==> config.mk <==
export PLATFORM = sky130hd
export DESIGN_NAME = fifo_wr_ctrl
export DESIGN_NICKNAME = d
export VERILOG_FILES = /design/src/rtl/ucie_fifo_pkg.sv /design/src/rtl/ptr_sync_2ff.sv /design/src/rtl/fifo_wr_ctrl.sv
export SDC_FILE = /design/constraint.sdc
export NUM_CORES = 1
export LEC_CHECK = 0
export ABC_AREA = 1
export CAP_MARGIN = 5
export CORE_AREA = 10 10 57 59
export DETAILED_ROUTE_END_ITERATION = 10
export DIE_AREA = 0 0 67 69
export PLACE_DENSITY = 0.73
export SLEW_MARGIN = 20
export SYNTH_ARGS = -nofsm -noshare
export SYNTH_HDL_FRONTEND = slang
export SYNTH_SLANG_ARGS = --single-unit
==> constraint.sdc <==
create_clock -name w_clk -period 2.64 [get_ports w_clk]
set_input_delay 0.528 -clock w_clk [delete_from_list [all_inputs] [get_ports w_clk]]
set_output_delay 0.528 -clock w_clk [all_outputs]
set_load 0.005 [all_outputs]
==> src/rtl/ucie_fifo_pkg.sv <==
// Shared Gray-code helpers for the async FIFO write and read pointer controllers.
// Functions work on a 32-bit container; callers zero-extend narrower pointers and keep the low bits.
package ucie_fifo_pkg;

   localparam int unsigned GRAY_MAX_W = 32;

   // Zero-extension keeps this exact for any pointer width up to GRAY_MAX_W.
   function automatic logic [GRAY_MAX_W-1:0] bin2gray(input logic [GRAY_MAX_W-1:0] bin_v);
      return bin_v ^ (bin_v >> 1);
   endfunction

   function automatic logic [GRAY_MAX_W-1:0] gray2bin(input logic [GRAY_MAX_W-1:0] gray_v);
      logic [GRAY_MAX_W-1:0] bin_v;
      bin_v[GRAY_MAX_W-1] = gray_v[GRAY_MAX_W-1];
      for (int i = GRAY_MAX_W - 2; i >= 0; i--) begin
         bin_v[i] = bin_v[i+1] ^ gray_v[i];
      end
      return bin_v;
   endfunction

endpackage

==> src/rtl/ptr_sync_2ff.sv <==
// Two-flop synchronizer for a Gray-coded pointer crossing into the local clock domain.
// Shared between the write-side and read-side FIFO controllers.
module ptr_sync_2ff #(
   parameter int WIDTH = 4
) (
   input  logic             w_clk,
   input  logic             rst,
   input  logic [WIDTH-1:0] d,
   output logic [WIDTH-1:0] q
);

   logic [WIDTH-1:0] rq1_q;
   logic [WIDTH-1:0] rq2_q;

   // Metastability-settling flop chain; nothing else samples the raw input.
   always_ff @(posedge w_clk or negedge rst) begin
      if (!rst) begin
         rq1_q <= {WIDTH{1'b0}};
         rq2_q <= {WIDTH{1'b0}};
      end else begin
         rq1_q <= d;
         rq2_q <= rq1_q;
      end
   end

   assign q = rq2_q;

endmodule

==> src/rtl/fifo_wr_ctrl.sv <==
// Write-side controller of an async FIFO: write pointer, Gray export, full/almost-full,
// free-slot count and sticky overflow, all computed against the synchronized read pointer.
module fifo_wr_ctrl
   import ucie_fifo_pkg::*;
#(
   parameter int FIFO_DEPTH = 8,
   parameter int AF_THRESH  = 2,
   localparam int ADDR_WIDTH = $clog2(FIFO_DEPTH),
   localparam int PW         = ADDR_WIDTH + 1
) (
   input  logic                  w_clk,
   input  logic                  rst,
   input  logic                  w_inc,
   input  logic                  ovf_clr,
   input  logic [PW-1:0]         r_ptr_gray,
   output logic                  w_en,
   output logic [ADDR_WIDTH-1:0] w_addr,
   output logic [PW-1:0]         w_ptr_gray,
   output logic                  full,
   output logic                  almost_full,
   output logic [PW-1:0]         free_cnt,
   output logic                  overflow
);

   localparam logic [PW-1:0] DEPTH_P   = PW'(FIFO_DEPTH);
   localparam logic [PW-1:0] FULL_MASK = {2'b11, {(PW-2){1'b0}}};
   localparam logic          AF_RST    = (AF_THRESH >= FIFO_DEPTH) ? 1'b1 : 1'b0;

   logic [PW-1:0] w_bin_q,  w_bin_d;
   logic [PW-1:0] w_gray_q, w_gray_d;
   logic [PW-1:0] free_q,   free_d;
   logic          full_q,   full_d;
   logic          af_q,     af_d;
   logic          ovf_q,    ovf_d;

   logic [PW-1:0]         rq2_s;
   logic [PW-1:0]         rbin_s;
   logic [PW-1:0]         used_s;
   logic                  w_en_s;
   logic [GRAY_MAX_W-1:0] gray_wide_s;
   logic [GRAY_MAX_W-1:0] rbin_wide_s;

   ptr_sync_2ff #(
      .WIDTH (PW)
   ) u_rptr_sync (
      .w_clk (w_clk),
      .rst   (rst),
      .d     (r_ptr_gray),
      .q     (rq2_s)
   );

   // Reset gating keeps the memory strobe quiet while the write view is being discarded.
   assign w_en_s   = w_inc & ~full_q & rst;
   assign w_bin_d  = w_bin_q + {{(PW-1){1'b0}}, w_en_s};

   assign gray_wide_s = bin2gray({{(GRAY_MAX_W-PW){1'b0}}, w_bin_d});
   assign rbin_wide_s = gray2bin({{(GRAY_MAX_W-PW){1'b0}}, rq2_s});
   assign w_gray_d    = gray_wide_s[PW-1:0];
   assign rbin_s      = rbin_wide_s[PW-1:0];

   // Modulo-2^PW subtraction makes the occupancy immune to pointer wrap.
   assign used_s = w_bin_d - rbin_s;
   assign free_d = DEPTH_P - used_s;
   assign full_d = (w_gray_d == (rq2_s ^ FULL_MASK));
   assign af_d   = (32'(free_d) <= 32'(AF_THRESH));

   // Sticky overflow: a new rejected write beats a concurrent clear.
   always_comb begin
      ovf_d = ovf_q;
      if (w_inc && full_q) begin
         ovf_d = 1'b1;
      end else if (ovf_clr) begin
         ovf_d = 1'b0;
      end else begin
         ovf_d = ovf_q;
      end
   end

   // Pointer and flag state registers.
   always_ff @(posedge w_clk or negedge rst) begin
      if (!rst) begin
         w_bin_q  <= {PW{1'b0}};
         w_gray_q <= {PW{1'b0}};
         free_q   <= DEPTH_P;
         full_q   <= 1'b0;
         af_q     <= AF_RST;
         ovf_q    <= 1'b0;
      end else begin
         w_bin_q  <= w_bin_d;
         w_gray_q <= w_gray_d;
         free_q   <= free_d;
         full_q   <= full_d;
         af_q     <= af_d;
         ovf_q    <= ovf_d;
      end
   end

   assign w_en        = w_en_s;
   assign w_addr      = w_bin_q[ADDR_WIDTH-1:0];
   assign w_ptr_gray  = w_gray_q;
   assign full        = full_q;
   assign almost_full = af_q;
   assign free_cnt    = free_q;
   assign overflow    = ovf_q;

endmodule

Yosys cells after proc, flatten, opt, wreduce, memory -nomap -nowiden
Index checks and enable logic that the tools add are counted.
- add/subtract/negate cells: 3
- order comparisons: 1
- equal/unequal tests: 1
- muxes and demuxes: 2
- bitwise operators: 8
- reduce and logical (&&, ||, !) cells: 2
- operators with widths (kind ; number):
    adder 4 x 1 -> 4 bit ; 1
    == test 4 bit ; 1
    less-or-equal comparator 4 x 2 -> 1 bit (second input constant) ; 1
    subtractor 4 bit ; 1
    subtractor 4 bit (first input constant) ; 1
    bitwise XOR 4 x 3 -> 4 bit ; 1
    bitwise XOR 1 bit ; 3
    AND 1 bit ; 2
    2-to-1 mux 1 bit ; 2
    inverter 2 bit ; 1
    nonzero test 2 bit ; 1
    logical AND 1 bit ; 1
    inverter 1 bit ; 1
- bits in registers: 23
- bits of input ports: 8
- output and inout port bits: 15
- word-level logic and storage cells: 25

Depth between registers and ports, before layout
Gate-level depths: netlist (run 1).
- word-level depth: 7
- gate-level depth with buffers: 15

By module
From an unflattened synthesis (run 1), not the netlist that was laid out.
- cell total of the unflattened synthesis: 104
- area, all modules: 998.5 um2
- modules (own cells, without submodules) (module ; instances ; cells each ; area an instance (um2)):
    fifo_wr_ctrl ; 1 ; 96 ; 798.3
    ptr_sync_2ff ; 1 ; 8 ; 200.2

Worst setup path before layout (run 1)
OpenSTA, ideal clock, no wires.
- kind: input port to flip-flop
- start point: input port rst
- end point: register af_q (netlist: almost_full)
- setup time: 0.078 ns
- arrival time: 2.467 ns
- data required time: 2.562 ns
- path slack: 0.095 ns
- stages: 12
- buffers on the path: 0
- cells stage by stage: nand2_1 nor2_1 ha_1 ha_1 inv_1 nand2_2 nand2_4 ha_1 fa_1 xnor2_1 nand3_1 a21boi_1
- longest elaborated chain between the ends: 5
- ends and longest elaborated chain (what ; line ; text):
    start, declared ; fifo_wr_ctrl.sv:12 ; input logic rst,
    AND 1 bit ; fifo_wr_ctrl.sv:53 ; assign w_en_s = w_inc & ~full_q & rst;
    net w_en ; fifo_wr_ctrl.sv:16 ; output logic w_en,
    adder 4 x 1 -> 4 bit ; fifo_wr_ctrl.sv:54 ; assign w_bin_d = w_bin_q + {{(PW-1){1'b0}}, w_en_s};
    subtractor 4 bit ; fifo_wr_ctrl.sv:62 ; assign used_s = w_bin_d - rbin_s;
    subtractor 4 bit ; fifo_wr_ctrl.sv:63 ; assign free_d = DEPTH_P - used_s;
    less-or-equal comparator 4 x 2 -> 1 bit ; fifo_wr_ctrl.sv:65 ; assign af_d = (32'(free_d) <= 32'(AF_THRESH));
    net af_d ; fifo_wr_ctrl.sv:33 ; logic af_q, af_d;
    end signal, assigned ; fifo_wr_ctrl.sv:86 ; af_q <= AF_RST;
    end signal, assigned ; fifo_wr_ctrl.sv:93 ; af_q <= af_d;
    end, declared ; fifo_wr_ctrl.sv:33 ;
The timed path passes the listed nets, and every way through them passes these cells.
A chain may end at the register's enable or synchronous reset.

Worst setup path after layout (run 1)
- start point: register u_rptr_sync.rq2_q[3] (netlist: u_rptr_sync.q[3])
- end point: register af_q (netlist: almost_full)
- longest elaborated chain between the ends: 6
- ends and longest elaborated chain (what ; line ; text):
    start, declared ; ptr_sync_2ff.sv:13 ; logic [WIDTH-1:0] rq2_q;
    start signal, assigned ; ptr_sync_2ff.sv:19 ; rq2_q <= {WIDTH{1'b0}};
    start signal, assigned ; ptr_sync_2ff.sv:22 ; rq2_q <= rq1_q;
    bitwise XOR 1 bit (3 in series) ; ucie_fifo_pkg.sv:16 ; bin_v[i] = bin_v[i+1] ^ gray_v[i];
    subtractor 4 bit * ; fifo_wr_ctrl.sv:62 ;
    subtractor 4 bit * ; fifo_wr_ctrl.sv:63 ;
    less-or-equal comparator 4 x 2 -> 1 bit * ; fifo_wr_ctrl.sv:65 ;
    net af_d ; fifo_wr_ctrl.sv:33 ;
Mark *: on every way through the listed nets, which the timed path passes. The rest lies on a longest branch.

==> results of run 1 <==
-- through the flow --
step / area (sq um) / std cells / util [%] / hold WS [ps] / TNS (ps)
6_report: 1390 / 163 / 64.8 / 311 / 0
5_1_grt: 1390 / 163 / 64.8 / 341 / 0
4_1_cts: 1370 / 161 / 63.7 / 329 / 0
3_5_place_dp: 1250 / 155 / 58.4 / 337 / -1260
3_3_place_gp: 1250 / 155 / 58.4 / 333 / -1040
2_1_floorplan: 976 / 102 / - / 232 / 0
-- synth_stat cells --
library cell | number | area, sq um
nand2_1 | 29 | 109
a21oi_1 | 1 | 5.00
nand2_2 | 2 | 12.5
fa_1 | 1 | 20.0
or2_1 | 2 | 12.5
xor2_1 | 1 | 8.76
o21ai_0 | 1 | 5.00
clkinv_4 | 1 | 8.76
nand3_1 | 11 | 55.1
xnor2_1 | 1 | 8.76
ha_1 | 5 | 62.6
nor2_1 | 2 | 7.51
nand2_4 | 1 | 11.3
dfstp_2 | 1 | 26.3
nand4_1 | 3 | 18.8
a21boi_1 | 1 | 7.51
inv_1 | 17 | 63.8
dfrtp_1 | 21 | 526
nand3b_1 | 1 | 7.51
-- cell families after synthesis --
family,count (synthesis),share of synthesized area [%]
compound gates,3,1.79
xor+xnor,2,1.80
fa+ha+maj,6,8.46
buf+inv,18,7.44
flops,22,56.5
simple gates,51,24.0
-- flip-flops by register name (all words and copies together), names as in the netlist --
| register | cells |
|---|---|
| overflow | 1 |
| free_cnt | 4 |
| almost_full | 1 |
| w_bin_q | 4 |
| w_ptr_gray | 3 |
| u_rptr_sync.q | 4 |
| full | 1 |
| u_rptr_sync.rq1_q | 4 |
-- critical path, stage by stage (launching register included) --
cell and delay, ps:
dfrtp_1 440, xor2_1 320, or2_1 220, nand2_1 90, nand2_1 70, nand2_1 50, inv_1 50, ha_1 130
inv_1 50, ha_2 160, fa_2 350, xnor2_2 190, nand3_2 110, a21boi_1 140
-- worst min path at each step --
stage                            endpoint                           start  slack [ps]
2_1_floorplan       almost_full$_DFF_PN0_                             rst         230
3_3_place_gp   u_rptr_sync.q[0]$_DFF_PN0_  u_rptr_sync.rq1_q[0]$_DFF_PN0_         330
3_5_place_dp   u_rptr_sync.q[0]$_DFF_PN0_  u_rptr_sync.rq1_q[0]$_DFF_PN0_         340
4_1_cts                    full$_DFF_PN0_                             rst         330
5_1_grt              w_bin_q[0]$_DFF_PN0_                             rst         340
6_report                   full$_DFF_PN0_                             rst         310
-- final cells by class --
cell class | count | area (sq um)
clock buffers | 3 | 22.5
clock inverters | 1 | 30.0
fillers | 180 | 756
inverters | 18 | 72.6
multi-input cells | 62 | 407
flip-flops and latches | 22 | 552
well taps | 28 | 35.0
repair buffers | 29 | 274
-- cells in the final DEF (no fill, tap or decap), types with 2 or more instances in the layout --
master           instances
nand3_1                  9
ha_4                     2
or2_1                    2
inv_1                   16
clkbuf_4                 3
nand2_1                 28
clkdlybuf4s50_1         20
nand4_1                  3
ha_2                     2
buf_4                    7
nand2_2                  3
dfrtp_1                 21
nand3_2                  2
-- routing by layer --
| layer | wire [um] | GRT usage [%] | up-vias |
|---|---|---|---|
| met5 | 0 | 0 | - |
| met4 | 38 | 4.07 | 0 |
| met3 | 163 | 2.90 | 5 |
| met2 | 933 | 14.0 | 19 |
| met1 | 781 | 9.64 | 367 |
| li1 | - | - | 385 |
-- report_power, final --
group	internal, mW	leakage, nW	switching [mW]	total, mW
Combinational	0.465	0.409	0.413	0.878
Clock	0.154	0.0279	0.106	0.260
Sequential	0.454	0.261	0.0607	0.515
-- timing repair --
| item | in CTS | in global routing |
|---|---|---|
| setup endpoints to repair | 2 | 2 |
| pin swaps | 6 | 8 |
| buffers inserted | 2 | 2 |
| cloned | 0 | 0 |
| gates resized for setup | 11 | 3 |
==> metrics.md, run 1 <==
| Metric | Value |
|---|---|
| Outcome | `completed` |
| Final HPWL DP | `approximately 1500 um` |
| IO Port Bufs | `22` |
| Worst setup path endpoint | `almost_full$_DFF_PN0_` |
| Fin crit share | `about nine tenths` |
| Die width | `67 um` |
| RSZ-0062 raised after global routing | `false` |
| Minimum clock period | `2410 ps` |
| CP max FO | `3` |
| Worst setup path class | `flop to flop` |
| Clock sink count | `22` |
| Core area | `2150 sq um` |
| Crit. End Element | `flop` |
| Max-cap violations | `0` |
| Final number of hold-violating endpoints | `0` |
| Clock root cell | `clkbuf_4` |
| Final nets | `150` |
| Distinct cells, synth | `19` |
| Critical path origin | `u_rptr_sync.q[3]$_DFF_PN0_` |
| Layout area overhead | `42.7%` |
| Dpl ws | `-571 ps` |
| Post-CTS Hold Fix Bufs | `0` |
| Starting Density | `45.4%` |
| Register bit total from synthesis | `22` |
| DRT Pass-1 Iters | `4` |
| N_diodes | `0` |
| Worst EP required | `2900 ps` |
| Share of cells above drive strength 1 | `20.0%` |
| Routability congestion estimate | `0.858` |
| CTS Buf Count | `3` |
| Setup ws final | `232 ps` |
| Hold crit path type | `input pin to async pin` |
| DR WL/cell | `11.8 um` |
| Total Routed Length | `1920 um` |
| Global route overflow | `0` |
| Clock transition at path regs | `130 ps` |
| Rows | `17` |
| Number of global-route vias before repair | `798` |
| Tot GR Track Use | `8.62%` |
| Leak pwr | `0.698 nW` |
| Flop2flop setup slack | `230 ps` |
| Max transition margin | `~77%` |
| CP Launch Type | `flop` |
| Reg2Reg Depth | `13` |
| Count of final setup violators | `0` |
| Max clock buf depth | `2` |
| Post-synthesis sequential area ratio | `a little under three fifths` |
| 1st-iter DRT viols | `23` |
| Syn nets | `about 120` |
| DR vias | `776` |
| Skew final | `9.16 ps` |
| I/O Pins | `23` |
| Yosys warns | `0` |
| Initial antenna violation count | `0` |
| Worst slew pin tran | `351 ps` |
| Die ar. | `4620 sq um` |
| Drt drc | `0` |
| Average size of a mapped cell | `9.57 sq um` |
| Largest net degree at the start of global routing | `23` |
| Worst-Skew Late Latency | `320 ps` |
| Mapped Cells | `102` |
| Die height | `between 60 and 70 um` |
| Max VDD drop | `0.630 mV` |
| Max-slew violations | `0` |
| Via density | `4.76` |
| Reg-to-reg endpoint | `almost_full$_DFF_PN0_` |
| Critical R2R Launch | `u_rptr_sync.q[3]$_DFF_PN0_` |
| First-pass GRT wire length | `3270 um` |
| ANT nets after route | `0` |
| Mapped cell area | `between 900 and 1000 sq um` |
| CTS tree | `yes` |
| Final Power | `between 1.5 and 2 mW` |
| Crit path DAT | `between 2000 and 3000 ps` |
| CTS H-tree lvls | `1` |
| Power per cell area | `about 1200 nW/um^2` |
| Fmax | `415 MHz` |
Note: power is estimated with default switching activity, not from simulation.
==> run 2: changes to the inputs <==
--- a/config.mk
+++ b/config.mk
@@ -7,9 +7,9 @@
 export LEC_CHECK = 0
 export ABC_AREA = 1
 export CAP_MARGIN = 5
-export CORE_AREA = 10 10 57 59
+export CORE_AREA = 2 2 49 51
 export DETAILED_ROUTE_END_ITERATION = 10
-export DIE_AREA = 0 0 67 69
+export DIE_AREA = 0 0 51 53
 export PLACE_DENSITY = 0.73
 export SLEW_MARGIN = 20
 export SYNTH_ARGS = -nofsm -noshare
==> run 2 against run 1 <==
Compared with the run above:
- highest routed layer unchanged
- sequential cell count unchanged
- global-route usage increased by 8.5 points
- clock skew decreased by 4.3 ps
==> metrics.md, run 2 (synthesis gave the netlist of run 1 again) <==
| Metric | Value |
|---|---|
| Starting Density | `45.4% (unchanged)` |
| Sequential share of power | `32.0% (+0.9 points)` |
| Final Instance Area | `1370 sq um (-1.7%)` |
| Switch share | `37.2% (+2.2 points)` |
| Slowest CP cell | `dfrtp_1` |
| Die ar. | `2700 sq um (-42%)` |
| Clock root cell | `clkbuf_4` |
| Multi-input logic area | `414 sq um (+1.8%)` |
| CP max stage delay | `420 ps (-20 ps)` |
| Tot GR Track Use | `17.1% (+8.5 points)` |
| Die height | `53 um (-23%)` |
| Core area | `2150 sq um (unchanged)` |
| DR vias | `811 (+4.5%)` |
| Worst setup path class | `flop to flop` |
| Switch Pwr | `0.604 mW (+4.2%)` |
| Core Util, Final | `63.7% (-1.1 points)` |
| Initial antenna violation count | `0 (unchanged)` |
| Crit path DAT | `2670 ps (about the same)` |
| Pint | `1.02 mW (-5.2%)` |
| Crit. End Element | `flop` |
| Outcome | `completed` |
| Dpl cell area | `1250 sq um (unchanged)` |
| First-pass GRT wire length | `3260 um (-0.43%)` |
| Fill count | `179 (-0.56%)` |
| Share of cells above drive strength 1 | `20.3% (+0.30 points)` |
| CTS H-tree lvls | `1 (unchanged)` |
| RSZ-0062 raised after global routing | `false` |
| Worst EP required | `2890 ps (about the same)` |
| 1st-iter DRT viols | `14 (-39%)` |
| Most used cell, CP | `nand2_1` |
| Number of global-route vias before repair | `777 (-2.6%)` |
| Global route overflow | `0 (unchanged)` |
| Rows | `17 (unchanged)` |
| Fmax | `413 MHz (-0.48%)` |
| Hold crit path type | `input pin to async pin` |
| Gate power share | `56.7% (+3.6 points)` |
| # placed instances | `155 (unchanged)` |
| Buf/Inv on CP | `2 (unchanged)` |
| Worst-Skew Late Latency | `310 ps (about the same)` |
| Register area | `552 sq um (unchanged)` |
| Setup ws final | `221 ps (-11.7 ps)` |
| CP Launch Type | `flop` |
| Final nets | `148 (-1.3%)` |
| CTS Buf Count | `3 (unchanged)` |
| ANT nets after route | `0 (unchanged)` |
| CP Cell Sequence | `xor2_1 > or2_1 > nand2_1 > nand2_1 > nand2_1 > inv_1 > ha_1 > inv_1 > ha_2 > fa_2 > xnor2_2 > nand3_2 > a21boi_2` |
| CTS tree | `yes` |
| Clk pwr share | `11.3% (-4.4 points)` |
| Clock transition at path regs | `120 ps (about the same)` |
| Fin crit share | `91.6% (+0.44 points)` |
| Critical R2R Launch | `u_rptr_sync.q[2]$_DFF_PN0_` |
| Max-slew violations | `0 (unchanged)` |
| Routability congestion estimate | `0.847 (-1.2%)` |
| Post-CTS Hold Fix Bufs | `0 (unchanged)` |
| Largest net degree at the start of global routing | `23 (unchanged)` |
| Power per cell area | `1180 nW/um^2 (-0.18%)` |
| Final Power | `1.62 mW (-1.9%)` |
| Max transition margin | `76.5% (-0.079 points)` |
| Max-cap violations | `0 (unchanged)` |
| Fin cells | `161 (-1.2%)` |
| Max VDD drop | `0.549 mV (-13%)` |
| Worst path top cell family by delay | `adder cells` |
| Drt drc | `0 (unchanged)` |
| Clock sink count | `22 (unchanged)` |
| Reg-to-reg endpoint | `almost_full$_DFF_PN0_` |
| Via density | `5.04 (+5.8%)` |
| Highest-count cells in the layout ignoring fill and taps | `28 x nand2_1, 21 x dfrtp_1, 20 x clkdlybuf4s50_1, 16 x inv_1, 9 x nand3_1` |
| Total Routed Length | `2040 um (+6.6%)` |
| I/O Pins | `23 (unchanged)` |
| Worst slew pin tran | `352 ps (+1.18 ps)` |
| Count of final setup violators | `0 (unchanged)` |
| Reg2Reg Depth | `13 (unchanged)` |
| Most common cell after layout, fill and taps aside | `nand2_1` |
| Max clock buf depth | `2 (unchanged)` |
| N_diodes | `0 (unchanged)` |
| CP max FO | `3 (unchanged)` |
| Critical path origin | `u_rptr_sync.q[2]$_DFF_PN0_` |
| Leak pwr | `0.681 nW (-2.5%)` |
| Final number of hold-violating endpoints | `0 (unchanged)` |
| Minimum clock period | `2420 ps (+11.7 ps)` |
| Layout area overhead | `40.3%` |
| DRT Pass-1 Iters | `4 (unchanged)` |
| Final HPWL DP | `1440 um (-1.6%)` |
| Die width | `51 um (-24%)` |
| Skew final | `4.90 ps (-4.25 ps)` |
| IO Port Bufs | `22 (unchanged)` |
| Dpl ws | `-585 ps (-14.3 ps)` |
| Flop2flop setup slack | `220 ps (about the same)` |
| DR WL/cell | `12.7 um (+7.9%)` |
-- run 2: changes by cell type in the layout (fill, tap and decap cells not counted), sizes merged --
cell / previous run / this run
clkbuf: 3 / 4
bufinv: 1 / 0
buf: 7 / 5
-- run 2: timing repair --
item,CTS,global route
endpoints found under the hold margin,0,0
resized for setup,11,5
pin swaps,6,10
setup buffers,1,1
setup endpoints to repair,2,2
-- run 2: per-layer routing --
| metal | vias to the layer above | global-route usage [%] | routed length [um] | share of wire (%) |
|---|---|---|---|---|
| li1 | 383 | - | - | - |
| met3 | 10 | 3.95 | 86 | 4.2 |
| met2 | 32 | 31.0 | 1070 | 52 |
| met5 | - | 0 | 0 | 0 |
| met1 | 386 | 17.1 | 791 | 39 |
| met4 | 0 | 12.6 | 97 | 4.8 |
-- run 2: per-stage QoR --
step	setup TNS [ps]	hold WS [ps]
after floorplan	0	232
after global placement	-1090	331
after detailed placement	-1360	336
after CTS	0	365
after global routing	0	225
final	0	223
-- run 2: cell type report --
cell class	instances	area share, %
timing repair buffer	27	18.9
multi-input combinational	62	30.3
inverter	18	5.30
clock buffer	4	2.65
sequential	22	40.3
tap	28	2.56
-- run 2: how the worst max path moves through the flow --
stage	end	cells after the start
after CTS	almost_full$_DFF_PN0_	14
after floorplan	almost_full$_DFF_PN0_	12
final	almost_full$_DFF_PN0_	13
after detailed placement	almost_full$_DFF_PN0_	13
after global placement	almost_full$_DFF_PN0_	13
after global routing	almost_full$_DFF_PN0_	13
-- run 2: power groups by stage --
| stage | clock network (mW) | logic [mW] | registers (mW) |
|---|---|---|---|
| after floorplan | 0 | 0.423 | 0.527 |
| after global placement | 0 | 0.748 | 0.514 |
| after detailed placement | 0 | 0.780 | 0.521 |
| after CTS | 0.192 | 0.850 | 0.519 |
| after global routing | 0.209 | 1.02 | 0.532 |
| final | 0.182 | 0.920 | 0.520 |
